--- src/rtl/mcycle_ctrl_pkg.sv ---
`default_nettype none
// ============================================================================
//  Module : mcycle_ctrl_pkg
//  Brief  : Shared opcode/funct constants, default halt address and the
//           sequencer state encoding for the multi-cycle controller.
//  Rev    : 1.0  initial release
// ============================================================================
package mcycle_ctrl_pkg;

    // Primary opcodes (instr[31:26])
    localparam logic [5:0] OP_RTYPE = 6'd0;
    localparam logic [5:0] OP_JAL   = 6'd3;
    localparam logic [5:0] OP_BEQ   = 6'd4;
    localparam logic [5:0] OP_BNE   = 6'd5;
    localparam logic [5:0] OP_ADDIU = 6'd9;
    localparam logic [5:0] OP_LW    = 6'd35;

    // R-type function codes (instr[5:0])
    localparam logic [5:0] FN_JR    = 6'd8;
    localparam logic [5:0] FN_ADDU  = 6'd33;
    localparam logic [5:0] FN_SLT   = 6'd42;

    // Program end: execution halts once pc reaches this address
    localparam int DEFAULT_MAX_PC = 14;

    // Nine sequencer states need four bits
    typedef enum logic [3:0] {
        ST_IDLE   = 4'd0,
        ST_FETCH  = 4'd1,
        ST_DECODE = 4'd2,
        ST_EXEC   = 4'd3,
        ST_MEM    = 4'd4,
        ST_WB     = 4'd5,
        ST_CHECK  = 4'd6,
        ST_PAUSE  = 4'd7,
        ST_HALT   = 4'd8
    } state_t;

endpackage : mcycle_ctrl_pkg
`default_nettype wire

--- src/rtl/mcycle_ctrl_insn_class.sv ---
`default_nettype none
// ============================================================================
//  Module : insn_class
//  Brief  : Combinational instruction classifier: opcode/funct -> legal,
//           uses_mem (load) and writes_reg (register-file destination).
//  Rev    : 1.0  initial release
// ============================================================================
module insn_class
    import mcycle_ctrl_pkg::*;
(
    input  logic [5:0] opcode,
    input  logic [5:0] funct,
    output logic       legal,
    output logic       uses_mem,
    output logic       writes_reg
);

    // Decode the supported subset; funct only matters for R-type
    always_comb begin
        legal      = 1'b0;
        uses_mem   = 1'b0;
        writes_reg = 1'b0;
        case (opcode)
            OP_RTYPE: begin
                case (funct)
                    FN_ADDU, FN_SLT: begin
                        legal      = 1'b1;
                        writes_reg = 1'b1;
                    end
                    FN_JR:   legal = 1'b1;
                    default: legal = 1'b0;
                endcase
            end
            // jal's link write is folded into the pc update by the datapath
            OP_JAL, OP_BEQ, OP_BNE: legal = 1'b1;
            OP_ADDIU: begin
                legal      = 1'b1;
                writes_reg = 1'b1;
            end
            OP_LW: begin
                legal      = 1'b1;
                uses_mem   = 1'b1;
                writes_reg = 1'b1;
            end
            default: legal = 1'b0;
        endcase
    end

endmodule : insn_class
`default_nettype wire

--- src/rtl/mcycle_ctrl.sv ---
`default_nettype none
// ============================================================================
//  Module : mcycle_ctrl
//  Brief  : Multi-cycle sequencer for the 8-bit MIPS-subset datapath.
//           Walks each instruction through FETCH/DECODE/EXEC/MEM/WB/CHECK,
//           handshakes with instruction and data memory, gates datapath
//           enables, counts retired instructions and halts at program end.
//  Rev    : 1.0  initial release
// ============================================================================
module mcycle_ctrl
    import mcycle_ctrl_pkg::*;
#(
    parameter int PC_W   = 8,
    parameter int MAX_PC = DEFAULT_MAX_PC,
    parameter int CNT_W  = 16
) (
    input  logic             clk,
    input  logic             rst,
    input  logic             start,
    input  logic             step_mode,
    input  logic             step,
    input  logic [5:0]       opcode,
    input  logic [5:0]       funct,
    input  logic [PC_W-1:0]  pc,
    input  logic             imem_ack,
    input  logic             dmem_ack,
    output logic             imem_req,
    output logic             ir_we,
    output logic             dec_en,
    output logic             exe_en,
    output logic             pc_we,
    output logic             dmem_req,
    output logic             wb_en,
    output logic             out_we,
    output logic             busy,
    output logic             halted,
    output logic             err,
    output logic [CNT_W-1:0] instr_cnt
);

    // One extra bit so a MAX_PC of 2**PC_W never truncates to zero
    localparam logic [PC_W:0] C_MAX_PC = (PC_W+1)'(MAX_PC);

    state_t            r_state;
    state_t            w_next;
    logic              r_err;
    logic [CNT_W-1:0]  r_cnt;
    logic              w_legal;
    logic              w_uses_mem;
    logic              w_writes_reg;
    logic              w_pc_end;

    insn_class u_insn_class (
        .opcode     (opcode),
        .funct      (funct),
        .legal      (w_legal),
        .uses_mem   (w_uses_mem),
        .writes_reg (w_writes_reg)
    );

    // Unsigned full-width end-of-program test on the post-update pc
    assign w_pc_end = ({1'b0, pc} >= C_MAX_PC);

    // State register; reset drops every state decode immediately
    always_ff @(posedge clk or posedge rst) begin
        if (rst) begin
            r_state <= ST_IDLE;
        end else begin
            r_state <= w_next;
        end
    end

    // Retired-instruction counter and sticky illegal-instruction flag
    always_ff @(posedge clk or posedge rst) begin
        if (rst) begin
            r_cnt <= '0;
            r_err <= 1'b0;
        end else begin
            if (r_state == ST_CHECK) begin
                r_cnt <= r_cnt + CNT_W'(1);
            end
            if ((r_state == ST_EXEC) && !w_legal) begin
                r_err <= 1'b1;
            end
        end
    end

    // Next-state and datapath enables; acks are only looked at in their own state
    always_comb begin
        w_next   = r_state;
        imem_req = 1'b0;
        ir_we    = 1'b0;
        dec_en   = 1'b0;
        exe_en   = 1'b0;
        pc_we    = 1'b0;
        dmem_req = 1'b0;
        wb_en    = 1'b0;
        out_we   = 1'b0;
        case (r_state)
            ST_IDLE: begin
                if (start) begin
                    w_next = ST_FETCH;
                end
            end
            ST_FETCH: begin
                imem_req = 1'b1;
                if (imem_ack) begin
                    ir_we  = 1'b1;
                    w_next = ST_DECODE;
                end
            end
            ST_DECODE: begin
                dec_en = 1'b1;
                w_next = ST_EXEC;
            end
            ST_EXEC: begin
                exe_en = 1'b1;
                pc_we  = w_legal;
                if (!w_legal) begin
                    w_next = ST_HALT;
                end else if (w_uses_mem) begin
                    w_next = ST_MEM;
                end else begin
                    w_next = ST_WB;
                end
            end
            ST_MEM: begin
                dmem_req = 1'b1;
                if (dmem_ack) begin
                    w_next = ST_WB;
                end
            end
            ST_WB: begin
                wb_en  = w_writes_reg;
                w_next = ST_CHECK;
            end
            ST_CHECK: begin
                if (w_pc_end) begin
                    out_we = 1'b1;
                    w_next = ST_HALT;
                end else if (step_mode) begin
                    w_next = ST_PAUSE;
                end else begin
                    w_next = ST_FETCH;
                end
            end
            ST_PAUSE: begin
                if (step || !step_mode) begin
                    w_next = ST_FETCH;
                end
            end
            ST_HALT: begin
                w_next = ST_HALT;
            end
            default: begin
                w_next = ST_IDLE;
            end
        endcase
    end

    assign busy      = (r_state != ST_IDLE) && (r_state != ST_HALT);
    assign halted    = (r_state == ST_HALT);
    assign err       = r_err;
    assign instr_cnt = r_cnt;

endmodule : mcycle_ctrl
`default_nettype wire

--- config.mk ---
export PLATFORM = sky130hd
export DESIGN_NAME = mcycle_ctrl
export DESIGN_NICKNAME = d
export VERILOG_FILES = /design/src/rtl/mcycle_ctrl_pkg.sv /design/src/rtl/mcycle_ctrl_insn_class.sv /design/src/rtl/mcycle_ctrl.sv
export SDC_FILE = /design/constraint.sdc
export NUM_CORES = 1
export LEC_CHECK = 0
export BUFFER_PORTS_ARGS = -buffer_cell sky130_fd_sc_hd__clkbuf_2
export CAP_MARGIN = 10
export CORE_MARGIN = 4
export CORE_UTILIZATION = 29
export CTS_CLUSTER_SIZE = 10
export DETAILED_ROUTE_END_ITERATION = 6
export PLACE_DENSITY = 0.61
export SLEW_MARGIN = 20
export SYNTH_ARGS = -nofsm -noshare
export SYNTH_HDL_FRONTEND = slang
export SYNTH_SLANG_ARGS = --single-unit
--- constraint.sdc ---
create_clock -name clk -period 1.5 [get_ports clk]
set_input_delay 0.15 -clock clk [delete_from_list [all_inputs] [get_ports clk]]
set_output_delay 0.15 -clock clk [all_outputs]
set_load 0.01 [all_outputs]
After elaboration in Yosys (flattened, before gate mapping)
Index checks and enable logic that the tools add are counted.

operators by class
  add/subtract/negate cells = 1
  order comparisons = 1
  equal/unequal tests = 21
  muxes and demuxes = 24
  reduce and logical (&&, ||, !) cells = 13

operators by type and width
  kind                   count
  $pmux 4 s9             1
  $mux 4                 6
  $eq 6x6->1 const B     3
  $add 16x1->16 const B  1
  $eq 4x3->1 const B     4
  $mux 1                 14
  $eq 6x3->1 const B     2
  $eq 6x4->1 const B     2
  $eq 4x2->1 const B     2
  $ge 8x4->1 const B     1
  $ne 2x2->1 const B     4
  $eq 6x2->1 const B     1
  $logic_not 6->1        1
  $reduce_or 5->1        1
  $eq 4x1->1 const B     1
  $eq 4x4->1 const B     1
  $logic_not 4->1        1
  $ne 4x4->1 const B     1
  $pmux 1 s2             2
  $reduce_and 4->1       1
  $reduce_bool 4->1      1
  $reduce_or 2->1        2
  $mux 3                 1
  $reduce_or 3->1        1
  3 further kinds        5

storage, ports and cells
  register bits = 21
  word-level logic and storage cells = 63

Depth between registers and ports, before layout
Gate-level depths: netlist (run 1).

  word-level depth = 6
  depth in mapped cells = 7
  depth with buffers taken out = 5

Cells and area by module
From an unflattened synthesis (run 1), not the netlist that was laid out.

unflattened totals
  cells, all modules = 142
  area, all modules = 1,283.7 µm²

modules (own cells, without submodules)
  module       times used  cells each  area each (µm²)
  mcycle_ctrl  1           119         1,144.8
  insn_class   1           23          138.9

Least setup slack after synthesis (run 1)
Ideal clock, no wire load.

  path kind = register to register
  start = register r_state[3]
  end = register r_cnt[13] (netlist: instr_cnt[13])
  library setup time = 125 ps
  arrival time = 1,486 ps
  required time = 1,375 ps
  path slack = -111 ps
  stages on the path, launching flop included = 8
  path buffers = 2
  clock period less this slack = 1,611 ps
  path through = dfrtp_1 -> buf_6 -> and4bb_1 -> buf_6 -> and4_4 -> and3_4 -> nand3_2 -> xnor2_1

on the way
  cells in the longest elaborated chain, start to end = 1

RTL lines
  item                    line               RTL
  from (decl)             mcycle_ctrl.sv:44  state_t r_state;
  from (signal assigned)  mcycle_ctrl.sv:69  r_state <= w_next;
  $eq 4x3->1              mcycle_ctrl.sv:79  if (r_state == ST_CHECK) begin
  to (signal assigned)    mcycle_ctrl.sv:80  r_cnt <= r_cnt + CNT_W'(1);
  to (decl)               mcycle_ctrl.sv:47  logic [CNT_W-1:0] r_cnt;

Every way passes these cells.
A chain may end at the register's enable or synchronous reset.

Final worst setup path (run 1)
  start = register r_state[1]
  end = register r_cnt[13] (netlist: instr_cnt[13])

Same word-level chain as after synthesis.

==> run_summary.xml, run 1 <==
<?xml version="1.0" encoding="UTF-8"?>
<metrics>
  <group name="clocking">
    <metric name="cts_buffers" unit="">3</metric>
    <metric name="worst_setup_hold_path_clk_slew" unit="ns">0.07</metric>
    <metric name="clk_path_buf_depth" unit="">2</metric>
    <metric name="cts_root_buffer" unit="">sky130_fd_sc_hd__clkbuf_8</metric>
    <metric name="clock_tree_from_tritoncts" unit="">built</metric>
    <metric name="h-tree-depth" unit="">1</metric>
    <metric name="cts.sinks" unit="">21</metric>
    <metric name="clock_insertion_delay_worst_skew" unit="ns">0.25</metric>
  </group>
  <group name="floorplan">
    <metric name="placementRows" unit="">23</metric>
    <metric name="die_width" unit="um">73.7</metric>
    <metric name="die_h" unit="um">73.7</metric>
    <metric name="io_pins" unit="">54</metric>
    <metric name="dieArea" unit="um^2">5420</metric>
    <metric name="fp.coreArea" unit="um^2">4090</metric>
    <metric name="start_util" unit="%">30.6</metric>
  </group>
  <group name="cells_and_area">
    <metric name="num-nets-final" unit="">243</metric>
    <metric name="fin_area" unit="um^2">2080</metric>
    <metric name="layout-area-overhead-vs-synth" unit="%">66.1</metric>
    <metric name="utilization" unit="%">50.8</metric>
    <metric name="drive_gt1_share" unit="%">56.1</metric>
    <metric name="n_antenna_cell" unit="">0</metric>
  </group>
  <group name="logic_synthesis">
    <metric name="synth_enable_flop_cells" unit="">0</metric>
    <metric name="synth.cell_area" unit="um^2">1250</metric>
    <metric name="synth_cells" unit="">129</metric>
    <metric name="register_area_share_after_synthesis" unit="%">42.0</metric>
    <metric name="synthFlopType" unit="">sky130_fd_sc_hd__dfrtp_1</metric>
    <metric name="synthesis.area_per_instance" unit="um^2">9.69</metric>
    <metric name="synth_cell_type_count" unit="">43</metric>
    <metric name="synth_nets" unit="">157</metric>
    <metric name="synth_seq_cells" unit="">21</metric>
    <metric name="yosys_warnings" unit="">0</metric>
    <metric name="async_flop_share" unit="%">100</metric>
  </group>
  <group name="setup_path">
    <metric name="crit_type" unit="">reg2reg</metric>
    <metric name="critical_path.startpoint_type" unit="">flip-flop</metric>
    <metric name="cp_capture_type" unit="">flip-flop</metric>
    <metric name="worst_path_largest_cell_delay" unit="ns">0.40</metric>
    <metric name="worst_path_max_delay_cell" unit="">sky130_fd_sc_hd__dfrtp_1</metric>
    <metric name="cp_max_fo" unit="">3</metric>
    <metric name="crit_path_cell_trace" unit="">buf_6, and4bb_2, and4_4, and3_4, nand3_2, xnor2_1</metric>
    <metric name="cp_data_required_time" unit="ns">1.64</metric>
    <metric name="critical_path_arrival" unit="ns">1.73</metric>
  </group>
  <group name="pwr">
    <metric name="ir_worst_vdd" unit="uV">482</metric>
    <metric name="power" unit="mW">2.16</metric>
    <metric name="leakagePower" unit="nW">1.02</metric>
    <metric name="p_per_area" unit="nW/um^2">1040</metric>
  </group>
  <group name="sta">
    <metric name="achievable-frequency" unit="MHz">629</metric>
    <metric name="final.setup.worst_slack" unit="ns">-0.0907</metric>
    <metric name="max_slew.worst_pin.slew" unit="ns">0.272</metric>
    <metric name="final_count_of_negative_setup_slack_endpoints" unit="">15</metric>
    <metric name="grt_setup_unrepaired" unit="">yes</metric>
    <metric name="min_tclk_post_route" unit="ns">1.59</metric>
    <metric name="final_min_period_over_clock_period" unit="%">106</metric>
    <metric name="final-max-slew-violation-count" unit="">0</metric>
    <metric name="clock_skew" unit="ns">0.00319</metric>
    <metric name="relSlewSlack" unit="%">81.8</metric>
    <metric name="timing_hold_violations_final" unit="">0</metric>
  </group>
  <group name="routing">
    <metric name="drt-initial-drc-count" unit="">48</metric>
    <metric name="detail_route.drc_violations" unit="">0</metric>
    <metric name="drt_pass1_iterations" unit="">3</metric>
    <metric name="viasPerCell" unit="">4.75</metric>
    <metric name="avgRoutedWirePerCell" unit="um">13.1</metric>
    <metric name="wirelength" unit="um">3460</metric>
    <metric name="ant_nets" unit="">0</metric>
    <metric name="vias" unit="">1255</metric>
  </group>
  <group name="place">
    <metric name="post-place-ws" unit="ns">-0.0519</metric>
    <metric name="gp_weighted_congestion" unit="">0.749</metric>
    <metric name="dpl-instance-area" unit="um^2">1690</metric>
    <metric name="port_buffers" unit="">52</metric>
    <metric name="hpwlAfterDp" unit="um">2490</metric>
  </group>
  <group name="global_routing">
    <metric name="initial_antenna_violation_count" unit="">0</metric>
    <metric name="largest_net_degree_at_the_start_of_global_routing" unit="">22</metric>
    <metric name="grt_pass1_vias" unit="">1289</metric>
    <metric name="global_route.usage.total" unit="%">13.2</metric>
    <metric name="globalRoute.totalOverflow" unit="">0</metric>
    <metric name="first_pass_grt_wire_length" unit="um">5660</metric>
  </group>
  <group name="outcome">
    <metric name="violations" unit="">setup timing</metric>
    <metric name="status" unit="">complete, but fails checks</metric>
  </group>
  <group name="hold_path">
    <metric name="hold_path_class" unit="">in2reg</metric>
  </group>
  <group name="job">
    <metric name="drv_cap" unit="">0</metric>
  </group>
</metrics>
## final timing paths
path,slack [ns],end,startpoint,depth (start not counted)
worst min-delay path,0.29,r_state[1],step,4
worst max register to register,-0.09,instr_cnt[13],r_state[1],6
worst max-delay path,-0.09,instr_cnt[13],r_state[1],6
max in group asynchronous,0.84,r_state[0],rst,4
worst min register to register,0.48,err,err,1
min in group asynchronous,0.45,instr_cnt[9],rst,4
## cells in the mapped netlist, drive strengths merged (2+ instances only)
cell	instances	area, um^2
dfrtp	21	526
and3	2	17.5
a21oi	6	30.0
nor3	9	50.1
xnor2	11	96.3
nand3	11	65.1
nand2	10	37.5
a2bb2oi	2	17.5
nand4	3	18.8
nor2	8	30.0
and4	3	28.8
inv	3	11.3
buf	3	27.5
nand2b	4	32.5
xor2	5	43.8
mux2i	2	20.0
nor2b	3	18.8
o21ai	5	25.0
## worst max-delay path, delay by kind of cell (launching register included)
family,cells,cell delay (ns)
and+or+nand+nor,4,0.82
DFF,1,0.40
xor gates and xnor gates,1,0.14
buffers and inverters,1,0.12
## flip-flops by register name (all words and copies together) (netlist names)
| signal | count |
|---|---|
| instr_cnt | 16 |
| r_state | 4 |
| err | 1 |
## cell type report
type,count,area (um^2)
clock buffer,4,45.0
fill,370,2010
inverter,3,13.8
multi-input combinational,101,838
sequential,21,526
tap,50,62.6
timing repair buffer,85,591
## cells by family (layout without fill, tap and decap cells)
family                   Yosys count  count (layout)  synth area share [%]
AO/OA/AOI/OAI                     21              21                  11.0
XOR/XNOR                          16              16                  11.2
adder cells (fa/ha/maj)            1               1                  1.00
buffers and inverters              7              92                  3.50
flip-flops                        21              21                  42.0
multiplexers                       3               3                  2.50
AND/OR/NAND/NOR                   60              60                  28.7
## what timing repair did
action	in CTS	in global routing
hold buffers	1	0
cloned	0	0
gates resized for setup	33	31
endpoints found under the hold margin	21	0
pin swaps	8	12
setup endpoints to repair	10	26
buffers inserted	14	0
## per-layer routing
metal / vias to the layer above / global-route usage [%] / part of all wire (%)
met1: 583 / 15.3 / 40
met3: 2 / 3.56 / 5.3
met5: - / 0 / 0
met4: 0 / 1.81 / 0.49
li1: 637 / - / -
met2: 33 / 24.5 / 54
## per-stage QoR
stage	TNS [ns]	std cells	hold WS [ns]
6_report	-0.687	264	0.290
2_1_floorplan	-0.345	129	0.127
3_3_place_gp	-0.0483	246	0.173
4_1_cts	-0.531	264	0.277
3_5_place_dp	-0.143	246	0.177
5_1_grt	-1.91	264	0.285
## placed cells by master, fill, tap and decap left out, types with 4 or more instances in the layout
cell and count:
sky130_fd_sc_hd__a21oi_1 6, sky130_fd_sc_hd__buf_2 6, sky130_fd_sc_hd__buf_4 15, sky130_fd_sc_hd__buf_6 18, sky130_fd_sc_hd__clkbuf_2 44, sky130_fd_sc_hd__dfrtp_1 21, sky130_fd_sc_hd__nand2_1 9, sky130_fd_sc_hd__nand3_2 5
sky130_fd_sc_hd__nor2_1 5, sky130_fd_sc_hd__nor3_1 4, sky130_fd_sc_hd__xnor2_1 10, sky130_fd_sc_hd__xor2_1 5
## report_power, final
part / internal [mW] / switching, mW
registers: 0.626 / 0.0599
clock network: 0.188 / 0.160
logic: 0.623 / 0.502
(Power assumes the default switching activity.)
==> run 2: changes to the inputs <==
--- a/config.mk
+++ b/config.mk
@@ -15,4 +15,5 @@
 export SLEW_MARGIN = 20
 export SYNTH_ARGS = -nofsm -noshare
 export SYNTH_HDL_FRONTEND = slang
+export SYNTH_HIERARCHICAL = 1
 export SYNTH_SLANG_ARGS = --single-unit
==> run_summary.xml, run 2 <==
<?xml version="1.0" encoding="UTF-8"?>
<metrics>
  <group name="outcome">
    <metric name="status" unit="">complete, but fails checks</metric>
    <metric name="violations" unit="">setup timing</metric>
  </group>
  <group name="routing">
    <metric name="wirelength" unit="um">3320</metric>
    <metric name="detail_route.drc_violations" unit="">0</metric>
    <metric name="drt-initial-drc-count" unit="">49</metric>
    <metric name="viasPerCell" unit="">4.81</metric>
    <metric name="drt_pass1_iterations" unit="">4</metric>
    <metric name="ant_nets" unit="">0</metric>
    <metric name="vias" unit="">1299</metric>
    <metric name="avgRoutedWirePerCell" unit="um">12.3</metric>
  </group>
  <group name="logic_synthesis">
    <metric name="synth.cell_area" unit="um^2">1280</metric>
    <metric name="yosys.cell_count.top_type" unit="">sky130_fd_sc_hd__dfrtp_1</metric>
    <metric name="synth_cells" unit="">142</metric>
    <metric name="synth_nets" unit="">170</metric>
    <metric name="async_flop_share" unit="%">100</metric>
    <metric name="synthesis.area_per_instance" unit="um^2">9.04</metric>
    <metric name="synthFlopType" unit="">sky130_fd_sc_hd__dfrtp_1</metric>
    <metric name="register_area_share_after_synthesis" unit="%">40.9</metric>
    <metric name="netlist_top_cells_count" unit="">21 x sky130_fd_sc_hd__dfrtp_1, 17 x sky130_fd_sc_hd__nand2_1, 13 x sky130_fd_sc_hd__xnor2_1, 10 x sky130_fd_sc_hd__nor3_1, 8 x sky130_fd_sc_hd__nor2_1</metric>
    <metric name="yosys_warnings" unit="">6</metric>
    <metric name="yosysTopAreaCell" unit="">sky130_fd_sc_hd__dfrtp_1</metric>
    <metric name="synth_seq_cells" unit="">21</metric>
    <metric name="synth_cell_type_count" unit="">38</metric>
    <metric name="synth.top_cells.by_area" unit="">sky130_fd_sc_hd__dfrtp_1 41%, sky130_fd_sc_hd__xnor2_1 8.9%, sky130_fd_sc_hd__nand2_1 5.0%</metric>
    <metric name="synthDominantCellAreaShare" unit="%">40.9</metric>
    <metric name="synth_enable_flop_cells" unit="">0</metric>
  </group>
  <group name="global_routing">
    <metric name="initial_antenna_violation_count" unit="">0</metric>
    <metric name="first_pass_grt_wire_length" unit="um">5350</metric>
    <metric name="grt_pass1_vias" unit="">1232</metric>
    <metric name="largest_net_degree_at_the_start_of_global_routing" unit="">22</metric>
    <metric name="globalRoute.totalOverflow" unit="">0</metric>
    <metric name="global_route.usage.total" unit="%">12.2</metric>
  </group>
  <group name="setup_path">
    <metric name="crit_type" unit="">reg2out</metric>
    <metric name="critical_path_arrival" unit="ns">1.41</metric>
    <metric name="cp_max_fo" unit="">6</metric>
    <metric name="cp_data_required_time" unit="ns">1.35</metric>
    <metric name="worstRegToRegCells" unit="">5</metric>
    <metric name="critical_path.startpoint_type" unit="">flip-flop</metric>
    <metric name="crit_path_cell_trace" unit="">buf_6, or2b_1, nor3_2, and2_1, buf_2</metric>
    <metric name="worst_path_max_delay_cell" unit="">sky130_fd_sc_hd__dfrtp_1</metric>
    <metric name="worst_path_largest_cell_delay" unit="ns">0.37</metric>
    <metric name="cp_capture_type" unit="">output port</metric>
  </group>
  <group name="clocking">
    <metric name="cts.sinks" unit="">21</metric>
    <metric name="clock_insertion_delay_worst_skew" unit="ns">0.26</metric>
    <metric name="h-tree-depth" unit="">1</metric>
    <metric name="clock_tree_from_tritoncts" unit="">built</metric>
    <metric name="cts_root_buffer" unit="">sky130_fd_sc_hd__clkbuf_8</metric>
    <metric name="worst_setup_hold_path_clk_slew" unit="ns">0.08</metric>
    <metric name="cts_buffers" unit="">3</metric>
    <metric name="clk_path_buf_depth" unit="">2</metric>
  </group>
  <group name="pwr">
    <metric name="power.switching" unit="uW">693</metric>
    <metric name="p_per_area" unit="nW/um^2">1050</metric>
    <metric name="power.sequential.fraction" unit="%">32.8</metric>
    <metric name="intPower" unit="mW">1.36</metric>
    <metric name="ir_worst_vdd" unit="uV">425</metric>
    <metric name="leakagePower" unit="nW">1.01</metric>
    <metric name="power" unit="mW">2.05</metric>
    <metric name="netSwitchingFraction" unit="%">33.7</metric>
    <metric name="comb_power_share" unit="%">49.4</metric>
    <metric name="power.clock.fraction" unit="%">17.8</metric>
  </group>
  <group name="cells_and_area">
    <metric name="utilization" unit="%">47.2</metric>
    <metric name="drive_gt1_share" unit="%">46.8</metric>
    <metric name="largest_reg_flops" unit="">16</metric>
    <metric name="layout_common_cells" unit="">46 x sky130_fd_sc_hd__clkbuf_2, 21 x sky130_fd_sc_hd__buf_4, 20 x sky130_fd_sc_hd__dfrtp_1, 16 x sky130_fd_sc_hd__nand2_1, 13 x sky130_fd_sc_hd__xnor2_1</metric>
    <metric name="num-nets-final" unit="">249</metric>
    <metric name="n_antenna_cell" unit="">0</metric>
    <metric name="layout-area-overhead-vs-synth" unit="%">52.3</metric>
    <metric name="final_common_cell" unit="">sky130_fd_sc_hd__clkbuf_2</metric>
  </group>
  <group name="floorplan">
    <metric name="fp.coreArea" unit="um^2">4140</metric>
    <metric name="die_h" unit="um">74.5</metric>
    <metric name="placementRows" unit="">23</metric>
    <metric name="die_width" unit="um">74.5</metric>
    <metric name="io_pins" unit="">54</metric>
    <metric name="dieArea" unit="um^2">5560</metric>
    <metric name="start_util" unit="%">31.0</metric>
  </group>
  <group name="sta">
    <metric name="min_tclk_post_route" unit="ns">1.56</metric>
    <metric name="final_min_period_over_clock_period" unit="%">104</metric>
    <metric name="final.setup.worst_slack" unit="ns">-0.0580</metric>
    <metric name="fin_worst_hold_slack" unit="ns">0.213</metric>
    <metric name="grt_setup_unrepaired" unit="">yes</metric>
    <metric name="final_count_of_negative_setup_slack_endpoints" unit="">4</metric>
    <metric name="max_slew.worst_pin.slew" unit="ns">0.292</metric>
    <metric name="achievable-frequency" unit="MHz">642</metric>
    <metric name="clock_skew" unit="ns">0.00171</metric>
    <metric name="relSlewSlack" unit="%">80.4</metric>
    <metric name="final-max-slew-violation-count" unit="">0</metric>
    <metric name="timing_hold_violations_final" unit="">0</metric>
  </group>
  <group name="hold_path">
    <metric name="hold_path_class" unit="">in2reg</metric>
    <metric name="timing.hold.worst_path_depth" unit="">3</metric>
  </group>
  <group name="job">
    <metric name="drv_cap" unit="">0</metric>
  </group>
  <group name="place">
    <metric name="gp_weighted_congestion" unit="">0.771</metric>
    <metric name="port_buffers" unit="">52</metric>
    <metric name="hpwlAfterDp" unit="um">2510</metric>
  </group>
</metrics>
run 2: cell count changes after synthesis, moves of 3 or more:
cell / before / now
sky130_fd_sc_hd__nand2_1: 10 / 17
sky130_fd_sc_hd__and3_1: 1 / 4
sky130_fd_sc_hd__nand3_1: 9 / 6
sky130_fd_sc_hd__nor4_1: 0 / 3
sky130_fd_sc_hd__a21oi_1: 6 / 3
sky130_fd_sc_hd__clkbuf_1: 0 / 3
sky130_fd_sc_hd__and2_1: 1 / 4
run 2: power groups by stage:
stage / combinational (mW) / sequential (mW) / clock (mW)
after floorplan: 0.441 / 0.678 / 0
after global placement: 0.704 / 0.678 / 0
after detailed placement: 0.711 / 0.677 / 0
after CTS: 0.919 / 0.670 / 0.378
after global routing: 1.10 / 0.682 / 0.396
final: 1.01 / 0.674 / 0.365
run 2: stage by stage:
step / std cells / TNS, ns / cell area, um^2 / worst slack [ns]
6_report: 270 / -0.141 / 1960 / -0.0580
5_1_grt: 270 / -0.627 / 1960 / -0.138
4_1_cts: 265 / -0.196 / 1880 / -0.0695
3_5_place_dp: 254 / -0.932 / 1690 / -0.195
3_3_place_gp: 254 / -0.689 / 1690 / -0.139
2_1_floorplan: 142 / 0 / 1280 / 0.0320
run 2: what timing repair did:
action | in CTS | in global routing
gates cloned | 0 | 0
gates resized for setup | 16 | 16
pin swaps | 5 | 4
hold buffers | 1 | 0
endpoints found under the setup margin | 11 | 13
endpoints found under the hold margin | 21 | 0
setup buffers | 6 | 6
run 2: layer usage:
layer | track usage [%] | routed length [um] | vias to the layer above
li1 | - | - | 652
met1 | 16.7 | 1470 | 609
met2 | 19.5 | 1580 | 36
met3 | 3.38 | 248 | 2
met4 | 2.37 | 27 | 0
met5 | 0 | 0 | -
run 2: cell families (layout without fill, tap and decap cells):
family,count (synthesis),in the layout,synth area share [%]
DFF,21,21,40.9
buffers and inverters,9,87,3.80
xor gates and xnor gates,16,16,10.9
adders and majority gates,1,1,0.975
AOI/OAI and AO/OA,18,18,9.26
and+or+nand+nor,77,77,34.1
run 2: area by class of cell:
cell class | instances | area, um^2
Fill cell | 431 | 2190
Multi-Input combinational cell | 112 | 800
Sequential cell | 21 | 527
Timing Repair Buffer | 79 | 505
Tap cell | 50 | 62.6
Clock buffer | 3 | 41.3
Inverter | 4 | 15.0
Clock inverter | 1 | 5.00
run 2: final timing paths:
kind                       slack, ns     startpoint            end
min in group asynchronous       0.44            rst            err
hold reg to reg                 0.47  instr_cnt[15]  instr_cnt[15]
setup reg to reg                0.07     r_state[0]     r_state[0]
setup / recovery               -0.06     r_state[0]          ir_we
hold / removal                  0.21           step     r_state[1]
max in group asynchronous       0.83            rst     r_state[2]
run 2: worst max-delay path, delay by kind of cell (launching register included):
family	cells	cell delay (ns)
simple gates	3	0.51
flops	1	0.37
buf+inv	2	0.26
==> run 3: changes to the inputs <==
--- a/config.mk
+++ b/config.mk
@@ -11,7 +11,6 @@
 export CORE_UTILIZATION = 29
 export CTS_CLUSTER_SIZE = 10
 export DETAILED_ROUTE_END_ITERATION = 6
-export PLACE_DENSITY = 0.61
 export SLEW_MARGIN = 20
 export SYNTH_ARGS = -nofsm -noshare
 export SYNTH_HDL_FRONTEND = slang
==> run_summary.xml, run 3 (synthesized netlist as in run 2, its figures left out) <==
<?xml version="1.0" encoding="UTF-8"?>
<metrics>
  <group name="routing">
    <metric name="drt-initial-drc-count" unit="">38</metric>
    <metric name="viasPerCell" unit="">4.88</metric>
    <metric name="wirelength" unit="um">3370</metric>
    <metric name="vias" unit="">1318</metric>
    <metric name="detail_route.drc_violations" unit="">0</metric>
    <metric name="ant_nets" unit="">0</metric>
    <metric name="drt_pass1_iterations" unit="">4</metric>
    <metric name="avgRoutedWirePerCell" unit="um">12.5</metric>
  </group>
  <group name="place">
    <metric name="port_buffers" unit="">52</metric>
    <metric name="gp_weighted_congestion" unit="">0.787</metric>
    <metric name="hpwlAfterDp" unit="um">2520</metric>
    <metric name="dp_cells" unit="">257</metric>
  </group>
  <group name="clocking">
    <metric name="clk_path_buf_depth" unit="">2</metric>
    <metric name="cts_root_buffer" unit="">sky130_fd_sc_hd__clkbuf_8</metric>
    <metric name="cts.sinks" unit="">21</metric>
    <metric name="worst_setup_hold_path_clk_slew" unit="ns">0.08</metric>
    <metric name="clock_tree_from_tritoncts" unit="">built</metric>
    <metric name="cts_buffers" unit="">3</metric>
    <metric name="clock_insertion_delay_worst_skew" unit="ns">0.26</metric>
    <metric name="h-tree-depth" unit="">1</metric>
  </group>
  <group name="pwr">
    <metric name="p_per_area" unit="nW/um^2">1020</metric>
    <metric name="leakagePower" unit="nW">0.987</metric>
    <metric name="ir_worst_vdd" unit="uV">576</metric>
    <metric name="netSwitchingFraction" unit="%">34.1</metric>
    <metric name="power.sequential.fraction" unit="%">34.0</metric>
    <metric name="comb_power_share" unit="%">47.2</metric>
    <metric name="intPower" unit="mW">1.29</metric>
    <metric name="power.switching" unit="uW">671</metric>
    <metric name="power.clock.fraction" unit="%">18.8</metric>
  </group>
  <group name="setup_path">
    <metric name="cp_capture_type" unit="">output port</metric>
    <metric name="crit_type" unit="">reg2out</metric>
    <metric name="timing.reg2reg.setup_slack" unit="ns">0.06</metric>
    <metric name="critical_path.startpoint_type" unit="">flip-flop</metric>
    <metric name="critical_path_arrival" unit="ns">1.48</metric>
    <metric name="cp_data_required_time" unit="ns">1.35</metric>
    <metric name="cp_max_fo" unit="">6</metric>
  </group>
  <group name="cells_and_area">
    <metric name="drive_gt1_share" unit="%">45.9</metric>
    <metric name="layout_common_cells" unit="">43 x sky130_fd_sc_hd__clkbuf_2, 22 x sky130_fd_sc_hd__buf_4, 20 x sky130_fd_sc_hd__dfrtp_1, 16 x sky130_fd_sc_hd__nand2_1, 13 x sky130_fd_sc_hd__xnor2_1</metric>
    <metric name="layout-area-overhead-vs-synth" unit="%">50.4</metric>
    <metric name="finish.cell_count_without_fillers" unit="">270</metric>
    <metric name="final_common_cell" unit="">sky130_fd_sc_hd__clkbuf_2</metric>
    <metric name="largest_reg_flops" unit="">16</metric>
    <metric name="num-nets-final" unit="">249</metric>
    <metric name="utilization" unit="%">46.6</metric>
    <metric name="n_antenna_cell" unit="">0</metric>
  </group>
  <group name="outcome">
    <metric name="violations" unit="">setup timing</metric>
    <metric name="status" unit="">complete, but fails checks</metric>
  </group>
  <group name="floorplan">
    <metric name="die_h" unit="um">74.5</metric>
    <metric name="die_width" unit="um">74.5</metric>
    <metric name="start_util" unit="%">31.0</metric>
    <metric name="io_pins" unit="">54</metric>
    <metric name="dieArea" unit="um^2">5560</metric>
    <metric name="fp.coreArea" unit="um^2">4140</metric>
    <metric name="placementRows" unit="">23</metric>
  </group>
  <group name="global_routing">
    <metric name="grt_pass1_vias" unit="">1286</metric>
    <metric name="globalRoute.totalOverflow" unit="">0</metric>
    <metric name="initial_antenna_violation_count" unit="">0</metric>
    <metric name="first_pass_grt_wire_length" unit="um">5710</metric>
    <metric name="global_route.usage.total" unit="%">12.9</metric>
    <metric name="largest_net_degree_at_the_start_of_global_routing" unit="">22</metric>
  </group>
  <group name="sta">
    <metric name="timing_hold_violations_final" unit="">0</metric>
    <metric name="final_min_period_over_clock_period" unit="%">109</metric>
    <metric name="final.setup.worst_slack" unit="ns">-0.130</metric>
    <metric name="relSlewSlack" unit="%">78.4</metric>
    <metric name="min_tclk_post_route" unit="ns">1.63</metric>
    <metric name="clock_skew" unit="ns">0.00665</metric>
    <metric name="achievable-frequency" unit="MHz">613</metric>
    <metric name="final-max-slew-violation-count" unit="">0</metric>
    <metric name="final_count_of_negative_setup_slack_endpoints" unit="">7</metric>
    <metric name="grt_setup_unrepaired" unit="">yes</metric>
    <metric name="max_slew.worst_pin.slew" unit="ns">0.323</metric>
  </group>
  <group name="hold_path">
    <metric name="hold_path_class" unit="">in2reg</metric>
  </group>
  <group name="job">
    <metric name="drv_cap" unit="">0</metric>
  </group>
</metrics>
run 3: cell count changes in the layout (fill, tap and decap cells not counted), moves of 2 or more:
cell                       delta
sky130_fd_sc_hd__buf_6        +3
sky130_fd_sc_hd__clkbuf_2     -3
sky130_fd_sc_hd__nand2b_4     -2
sky130_fd_sc_hd__nor2b_1      +2
sky130_fd_sc_hd__nor2b_2      -2
run 3: final cells by class:
cell class | count | area, um^2
fillers | 401 | 2210
multi-input cells | 112 | 768
inverters | 4 | 15.0
flip-flops and latches | 21 | 527
clock buffers | 3 | 41.3
well taps | 50 | 62.6
clock inverters | 1 | 5.00
repair buffers | 79 | 512
run 3: repair_timing:
item / in CTS / in global routing
setup endpoints to repair: 9 / 18
hold endpoints to repair: 21 / 0
pin swaps: 2 / 5
hold buffers: 1 / 0
gates resized for setup: 6 / 26
buffers inserted: 1 / 7
run 3: layer usage:
metal / GRT usage [%] / share of wire (%) / up-vias
li1: - / - / 651
met1: 17.1 / 44 / 607
met2: 21.3 / 46 / 58
met3: 3.11 / 9.8 / 2
met4: 2.96 / 0.24 / 0
met5: 0 / 0 / -
run 3: worst paths after layout:
check                              start            end  cells after the start
max reg2reg                   r_state[0]   instr_cnt[7]                      5
min                                 step     r_state[1]                      3
max                           r_state[0]          wb_en                      6
max in group asynchronous            rst     r_state[1]                      4
min reg2reg                instr_cnt[15]  instr_cnt[15]                      1
min in group asynchronous            rst  instr_cnt[12]                      4
run 3: power groups by stage:
stage                     Clock (mW)  Combinational, mW  Sequential, mW
after floorplan                    0              0.441           0.678
after global placement             0              0.720           0.676
after CTS                      0.384              0.748           0.670
final                          0.370              0.928           0.668
after global routing           0.400               1.02           0.673
after detailed placement           0              0.713           0.678
run 3: stage by stage:
stage	hold slack (ns)	power [mW]	instance area (um^2)	setup TNS [ns]	worst slack, ns
after floorplan	0.127	1.12	1280	0	0.0320
after global placement	0.181	1.40	1710	-0.799	-0.172
after detailed placement	0.188	1.39	1710	-0.771	-0.185
after CTS	0.204	1.80	1800	-0.321	-0.102
after global routing	0.233	2.09	1930	-1.07	-0.193
final	0.215	1.97	1930	-0.396	-0.130
run 3: critical path: stages (launching register included):
cell                      delay, ns
sky130_fd_sc_hd__dfrtp_1       0.39
sky130_fd_sc_hd__buf_6         0.14
sky130_fd_sc_hd__buf_4         0.13
sky130_fd_sc_hd__buf_4         0.13
sky130_fd_sc_hd__nor2b_1       0.14
sky130_fd_sc_hd__and3_4        0.18
sky130_fd_sc_hd__buf_6         0.11
